`config.mk`:
```
export PLATFORM = sky130hd
export DESIGN_NAME = btn_conditioner
export DESIGN_NICKNAME = d
export VERILOG_FILES = /design/src/rtl/btn_cond_pkg.sv /design/src/rtl/debounce_bit.sv /design/src/rtl/btn_conditioner.sv
export SDC_FILE = /design/constraint.sdc
export NUM_CORES = 1
export LEC_CHECK = 0
export ABC_CLOCK_PERIOD_IN_PS = 3750
export CORE_MARGIN = 5
export CORE_UTILIZATION = 60
export CTS_BUF_LIST = sky130_fd_sc_hd__clkbuf_16
export CTS_CLUSTER_DIAMETER = 50
export CTS_CLUSTER_SIZE = 10
export DETAILED_ROUTE_END_ITERATION = 6
export PLACE_DENSITY = 0.8
export SYNTH_ARGS = -nofsm -noshare
export SYNTH_HDL_FRONTEND = slang
export SYNTH_HIERARCHICAL = 1
export SYNTH_SLANG_ARGS = --single-unit
```
`constraint.sdc`:
```
create_clock -name clk -period 3.75 [get_ports clk]
set_input_delay 0.75 -clock clk [delete_from_list [all_inputs] [get_ports clk]]
set_output_delay 0.75 -clock clk [all_outputs]
set_load 0.005 [all_outputs]
```
`src/rtl/btn_cond_pkg.sv`:
```
// btn_cond_pkg: shared reset-FSM state type, default timing constants and counter sizing
package btn_cond_pkg;

  typedef enum logic [1:0] {
    IDLE     = 2'd0,
    ARMING   = 2'd1,
    ASSERT   = 2'd2,
    WAIT_REL = 2'd3
  } rst_state_t;

  localparam int DEF_DB_CYCLES    = 1000000;
  localparam int DEF_HOLD_CYCLES  = 100000000;
  localparam int DEF_PULSE_CYCLES = 16;

  function automatic int max3(input int a, input int b, input int c);
    int m;
    m = (a > b) ? a : b;
    return (m > c) ? m : c;
  endfunction

  // One width shared by every counter so any of them can hold its terminal value
  function automatic int cnt_width(input int a, input int b, input int c);
    return $clog2(max3(a, b, c) + 1);
  endfunction

endpackage

```
`src/rtl/debounce_bit.sv`:
```
// debounce_bit: two-flop synchronizer, stable-count debounce and rising-edge pulse for one button
module debounce_bit
  import btn_cond_pkg::*;
#(
  parameter int DB_CYCLES = DEF_DB_CYCLES,
  parameter int CW        = $clog2(DB_CYCLES + 1)
) (
  input  logic clk,
  input  logic resetn,
  input  logic raw,
  output logic db,
  output logic rise
);

  localparam logic [CW-1:0] LAST = CW'(DB_CYCLES - 1);

  logic [1:0]    sync;
  logic [CW-1:0] cnt;
  logic          db_q;

  // Synchronize, count disagreement cycles, adopt the new level once it has been stable long enough
  always_ff @(posedge clk or negedge resetn) begin
    if (!resetn) begin
      sync <= '0;
      cnt  <= '0;
      db   <= 1'b0;
      db_q <= 1'b0;
      rise <= 1'b0;
    end else begin
      sync <= {sync[0], raw};
      db_q <= db;
      rise <= db & ~db_q;
      if (sync[1] == db) cnt <= '0;
      else if (cnt >= LAST) begin
        db  <= sync[1];
        cnt <= '0;
      end else cnt <= cnt + CW'(1);
    end
  end

endmodule

```
`src/rtl/btn_conditioner.sv`:
```
// btn_conditioner: button debounce, switch synchronization and two-button hold-to-reset FSM
module btn_conditioner
  import btn_cond_pkg::*;
#(
  parameter int DB_CYCLES    = DEF_DB_CYCLES,
  parameter int HOLD_CYCLES  = DEF_HOLD_CYCLES,
  parameter int PULSE_CYCLES = DEF_PULSE_CYCLES
) (
  input  logic        clk,
  input  logic        resetn,
  input  logic [3:0]  btn_raw,
  input  logic [15:0] sw_raw,
  output logic [3:0]  btn_db,
  output logic [3:0]  btn_rise,
  output logic [15:0] sw_sync,
  output logic        sys_resetn,
  output logic [1:0]  rst_state
);

  localparam int CW = cnt_width(DB_CYCLES, HOLD_CYCLES, PULSE_CYCLES);
  localparam logic [CW-1:0] HOLD_LAST  = CW'(HOLD_CYCLES - 1);
  localparam logic [CW-1:0] PULSE_LAST = CW'(PULSE_CYCLES - 1);

  rst_state_t    state, state_n;
  logic [CW-1:0] cnt, cnt_n;
  logic          rstn_n;
  logic [15:0]   sw_meta;
  logic          both, any;

  for (genvar i = 0; i < 4; i++) begin : g_db
    debounce_bit #(.DB_CYCLES(DB_CYCLES), .CW(CW)) u_db (
      .clk    (clk),
      .resetn (resetn),
      .raw    (btn_raw[i]),
      .db     (btn_db[i]),
      .rise   (btn_rise[i])
    );
  end

  assign both      = btn_db[0] & btn_db[1];
  assign any       = btn_db[0] | btn_db[1];
  assign rst_state = state;

  // Switches need only metastability protection, no debounce
  always_ff @(posedge clk or negedge resetn) begin
    if (!resetn) begin
      sw_meta <= '0;
      sw_sync <= '0;
    end else begin
      sw_meta <= sw_raw;
      sw_sync <= sw_meta;
    end
  end

  // Next state, shared hold/pulse counter, and the registered reset request derived from next state
  always_comb begin
    state_n = state;
    cnt_n   = '0;
    case (state)
      IDLE:     state_n = both ? ARMING : IDLE;
      ARMING:   if (!both) state_n = IDLE;
                else if (cnt >= HOLD_LAST) state_n = ASSERT;
                else cnt_n = cnt + CW'(1);
      ASSERT:   if (cnt >= PULSE_LAST) state_n = WAIT_REL;
                else cnt_n = cnt + CW'(1);
      WAIT_REL: state_n = any ? WAIT_REL : IDLE;
      default:  state_n = IDLE;
    endcase
    rstn_n = (state_n == IDLE) || (state_n == ARMING);
  end

  // State, counter and sys_resetn all come straight from flops so the reset request cannot glitch
  always_ff @(posedge clk or negedge resetn) begin
    if (!resetn) begin
      state      <= IDLE;
      cnt        <= '0;
      sys_resetn <= 1'b1;
    end else begin
      state      <= state_n;
      cnt        <= cnt_n;
      sys_resetn <= rstn_n;
    end
  end

endmodule
```
[After elaboration in Yosys (flattened, before gate mapping)]
Index checks and enable logic that the tools add are counted.
Operators by class
  mux-type cells: 18
  order comparisons: 6
  reductions and logical operators: 7
  $add $sub $neg: 5
  bitwise operators: 14
  equality and inequality tests: 8
Operators with widths (number)
  two-way mux 27 bit: 11
  adder 27 x 1 -> 27 bit, second input constant: 5
  greater-or-equal comparator 27 x 20 -> 1 bit, second input constant: 4
  case mux 27 bit (2 select lines): 1
  greater-or-equal comparator 27 bit, second input constant: 1
  greater-or-equal comparator 27 x 4 -> 1 bit, second input constant: 1
  two-way mux 2 bit: 4
  inverter 1 bit: 8
  case mux 2 bit (4 select lines): 1
  AND reduction 2 bit: 4
  bitwise AND 1 bit: 5
  equality test 1 bit: 4
  equality test 2 x 1 -> 1 bit, second input constant: 2
  equality test 2 bit, second input constant: 2
  logical NOT 2 bit: 2
  logical OR 1 bit: 1
  two-way mux 1 bit: 1
  OR 1 bit: 1
Word-level totals
  flip-flop bits (word level): 190
  output and inout port bits: 27

[Longest topological paths before layout]
  word-level depth: 6
  gate-level depth with buffers: 7
  depth with buffers taken out: 6

[Hierarchy]
The synthesis kept the hierarchy.
Modules (own cells, without submodules)
  debounce_bit: instances 4, cells each 124, area each 1436.4 µm², sequential area each 800.8 µm²
  btn_conditioner: instances 1, cells each 209, area each 2690.1 µm², sequential area each 1552.7 µm²

[Least setup slack after synthesis]
No wires, ideal clock.
  path kind: register to register
  start point: register cnt[12] (netlist name)
  end point: register cnt[16] (netlist name)
  cell stages (with the launch flop): 7
  setup slack: 1.444 ns
  setup time: 0.080 ns
  clock period less this slack: 2.306 ns
  arrival time: 2.225 ns
  path through: dfrtp_1 -> or4_1 -> or4_4 -> nor4b_4 -> a31oi_4 -> buf_6 -> nor3b_2

==> impl_results.md <==
* Outcome: finished, final reports clean
* Final net count at 815
* Post-Syn Instances at just over 700
* Yosys cell types at between 40 and 50
* Vias at between 5000 and 6000
* Area of the multi-input gates at between 3000 and 4000 sq um
* Vias per inst at 5.554
* Post-CTS sizing at 0
* Fmax at 0.3890 GHz
* Per-cell routed wire length at around 16 microns
* Total CTS buffers at 17
* Worst Setup Start Kind: flip-flop
* Crit end category: flip-flop
* CTS tree: built
* FP Rows at between 40 and 50
* Fillers at roughly 900
* H-Tree Depth at 4
* Commonest non-fill, non-tap cell in the layout: dfrtp_1
* RSZ-0062 raised after global routing: no
* Fin crit share at around 69%
* Critical path data required time at 4.07 ns
* Avg Cell Area, Syn at 11.97 sq um
* First-pass GRT wire length at between 20 and 30 mm
* Reg clk slew, reported paths at around 0.070 ns
* Hold Path Class: flip-flop to flip-flop
* Total area of sequential cells at roughly 4800 sq um
* Root Buffer: clkbuf_16
* Post-synthesis cell area at between 8000 and 9000 sq um
* Area growth, synth to finish at 15.05%
* IO Count at ~50
* Final worst setup slack at 1.179 ns
* Setup bufs post-CTS at 0
* Final Hold Viols at 0
* Worst Setup Path Type: flip-flop to flip-flop
* Tightest Pin Transition at 1.065 ns
* Share of the synthesized area in the top cell type at between 50% and 60%
* Clock Latency Late Sink at between 0.4 and 0.5 ns
* Largest net degree at the start of global routing at 80
* Slew headroom at between 20% and 30%
* Final antenna-violating net count at 0
* Most frequent cells in the layout: dfrtp_1 (189), nor2_1 (89), nand3_1 (62), xor2_1 (61), clkdlybuf4s50_1 (47)
* DRC violations left at 0
* Leading area contributor after synthesis: dfrtp_1
* Remaining Overflow, GRT at 0
* Min Clock Period, post-route at 2.571 ns
* Power Density at between 400 and 500 nW/um^2
* Final Skew at about 0.010 ns
* Ant diodes at 0
* Max_cap viols at 0
* Yosys Warn Count at 6
* VDD IR max at 0.0003234 V
* Dpl hpwl at 10.38 mm
* Area contributors post-synth: dfrtp_1 (56%), xor2_1 (6.3%), nor2_1 (4.0%), xnor2_1 (3.7%), nand3_1 (3.7%)
* Post-route setup TNS at 0 ns
* GRT Total Usage at about a fifth
* Core area at 13830 sq um
* CTS max path bufs at 2
* Post-synth ARST share at 100.0%
* Share of layout cells above drive strength 1 at between 10 and 15%
* Vias in the first global route at ~5700
* Initial antenna violation count at 0
* Die height at between 100 and 150 microns
* Post-synthesis register bit count at 190
* Ys flop type: dfrtp_1
* WP data arrival at just under 3 ns
* Drt initial violations at around 510
* Full die area at ~17000 sq um
* Initial core utilization at roughly 61%
* Max Slew Vio Count at 0
* Lkg Pwr at 3.893 nW
* Setup violators final at 0
* # clock sinks at between 150 and 200
* Post-synth EDFFs at 0
* Gpl congestion at just under 0.9
* IO buf count at 48
* Quantity of hold-fixing buffers added after cts at 0
* Register area share after synthesis at between 50% and 60%
* Final design utilization at around 70%
* Length of the first detailed-routing pass in iterations at 6
* Pre-CTS setup slack at between 1 and 1.5 ns
* CP max FO at 27
* WL final at approximately 15 mm
* DIE WIDTH at approximately 130 microns
-- worst paths after layout --
kind | from | end | slack (ns) | depth (start not counted)
max in group asynchronous | resetn | g_db[2].u_db/cnt[0] | 2.39 | 2
hold reg to reg | sw_meta[10] | sw_sync[10] | 0.34 | 0
setup / recovery | cnt[12] | cnt[1] | 1.18 | 5
hold / removal | sw_meta[10] | sw_sync[10] | 0.34 | 0
setup reg to reg | cnt[12] | cnt[1] | 1.18 | 5
min in group asynchronous | resetn | sw_meta[6] | 0.36 | 1
-- metrics by stage --
step,instances,total power (W),cell area [sq um],hold slack [ns]
2_1_floorplan,729,0.002302,8526,0.3312
3_3_place_gp,944,0.002423,9128,0.3316
3_5_place_dp,944,0.002437,9128,0.3347
4_1_cts,976,0.004177,9706,0.3461
5_1_grt,976,0.004295,9706,0.3554
6_report,976,0.004133,9706,0.3450
-- layout make-up --
cell class	count	share of cell area, %
clock buffer	17	4.383
clock inverter	15	1.573
inverter	24	0.9282
multi-input combinational	499	36.47
sequential	190	49.00
tap	180	2.320
timing repair buffer	51	5.324
-- worst max-delay path, cell delays in order, from the launching register on --
cell and delay, ns:
dfrtp_1 0.44, or4_1 0.57, nor2_1 0.10, nand4_1 0.19, a31oi_4 0.85, and3b_2 0.29
-- kinds of logic after synthesis --
kind of cell / share of synthesized area (%)
compound gates: 3.649
xor+xnor: 10.07
fa+ha+maj: 1.483
buf+inv: 2.729
flops: 56.38
mux: 0.5339
other cells: 0.1779
simple gates: 24.98
-- routing by layer --
metal  GRT usage (%)  part of all wire [%]  vias up  wire length [microns]
met2           34.69                    53       97                   8090
met5               0                     0        -                      0
li1                -                     -     2577                      -
met4           6.238                   1.4        0                    209
met3           4.691                   3.2       23                    492
met1           25.74                    43     2724                   6501
-- cells in the mapped netlist, types with 2 or more instances --
library cell / count
ha_1: 10
clkbuf_2: 4
nand4_1: 28
a21oi_1: 2
nor2b_1: 5
nor3b_2: 20
nor2_2: 4
a221oi_1: 2
o2111ai_2: 4
nand4_4: 4
and3_1: 13
nand2_1: 30
mux2_1: 4
conb_1: 4
or2_2: 4
nor4b_2: 4
nor3b_1: 6
xor2_1: 61
or2b_1: 4
nor4_1: 12
o31ai_1: 7
dfrtp_1: 189
nor2_1: 89
nand3b_1: 5
nor3_1: 9
xnor2_1: 36
nand3_1: 62
o211ai_1: 4
nor4_4: 4
inv_1: 24
or4_4: 6
buf_6: 10
clkbuf_1: 2
a21oi_2: 4
o221ai_2: 4
nor4_2: 12
-- power by group --
part | switching (W) | internal (W) | leakage, nW
combinational | 0.000133 | 0.000132 | 1.14
clock | 0.000804 | 0.000937 | 0.282
sequential | 0.0000293 | 0.00210 | 2.47
total | 0.000966 | 0.00317 | 3.89
-- state kept, by name (all words and copies together), names as in the netlist --
| register | cells |
|---|---|
| rst_state | 2 |
| g_db.u_db/db_q | 4 |
| sw_meta | 16 |
| sw_sync | 16 |
| g_db.u_db/cnt | 108 |
| cnt | 27 |
| g_db.u_db/sync | 8 |
| g_db.u_db/db | 4 |
| g_db.u_db/rise | 4 |
| sys_resetn | 1 |
No activity file was read; power rests on OpenSTA's default activity.
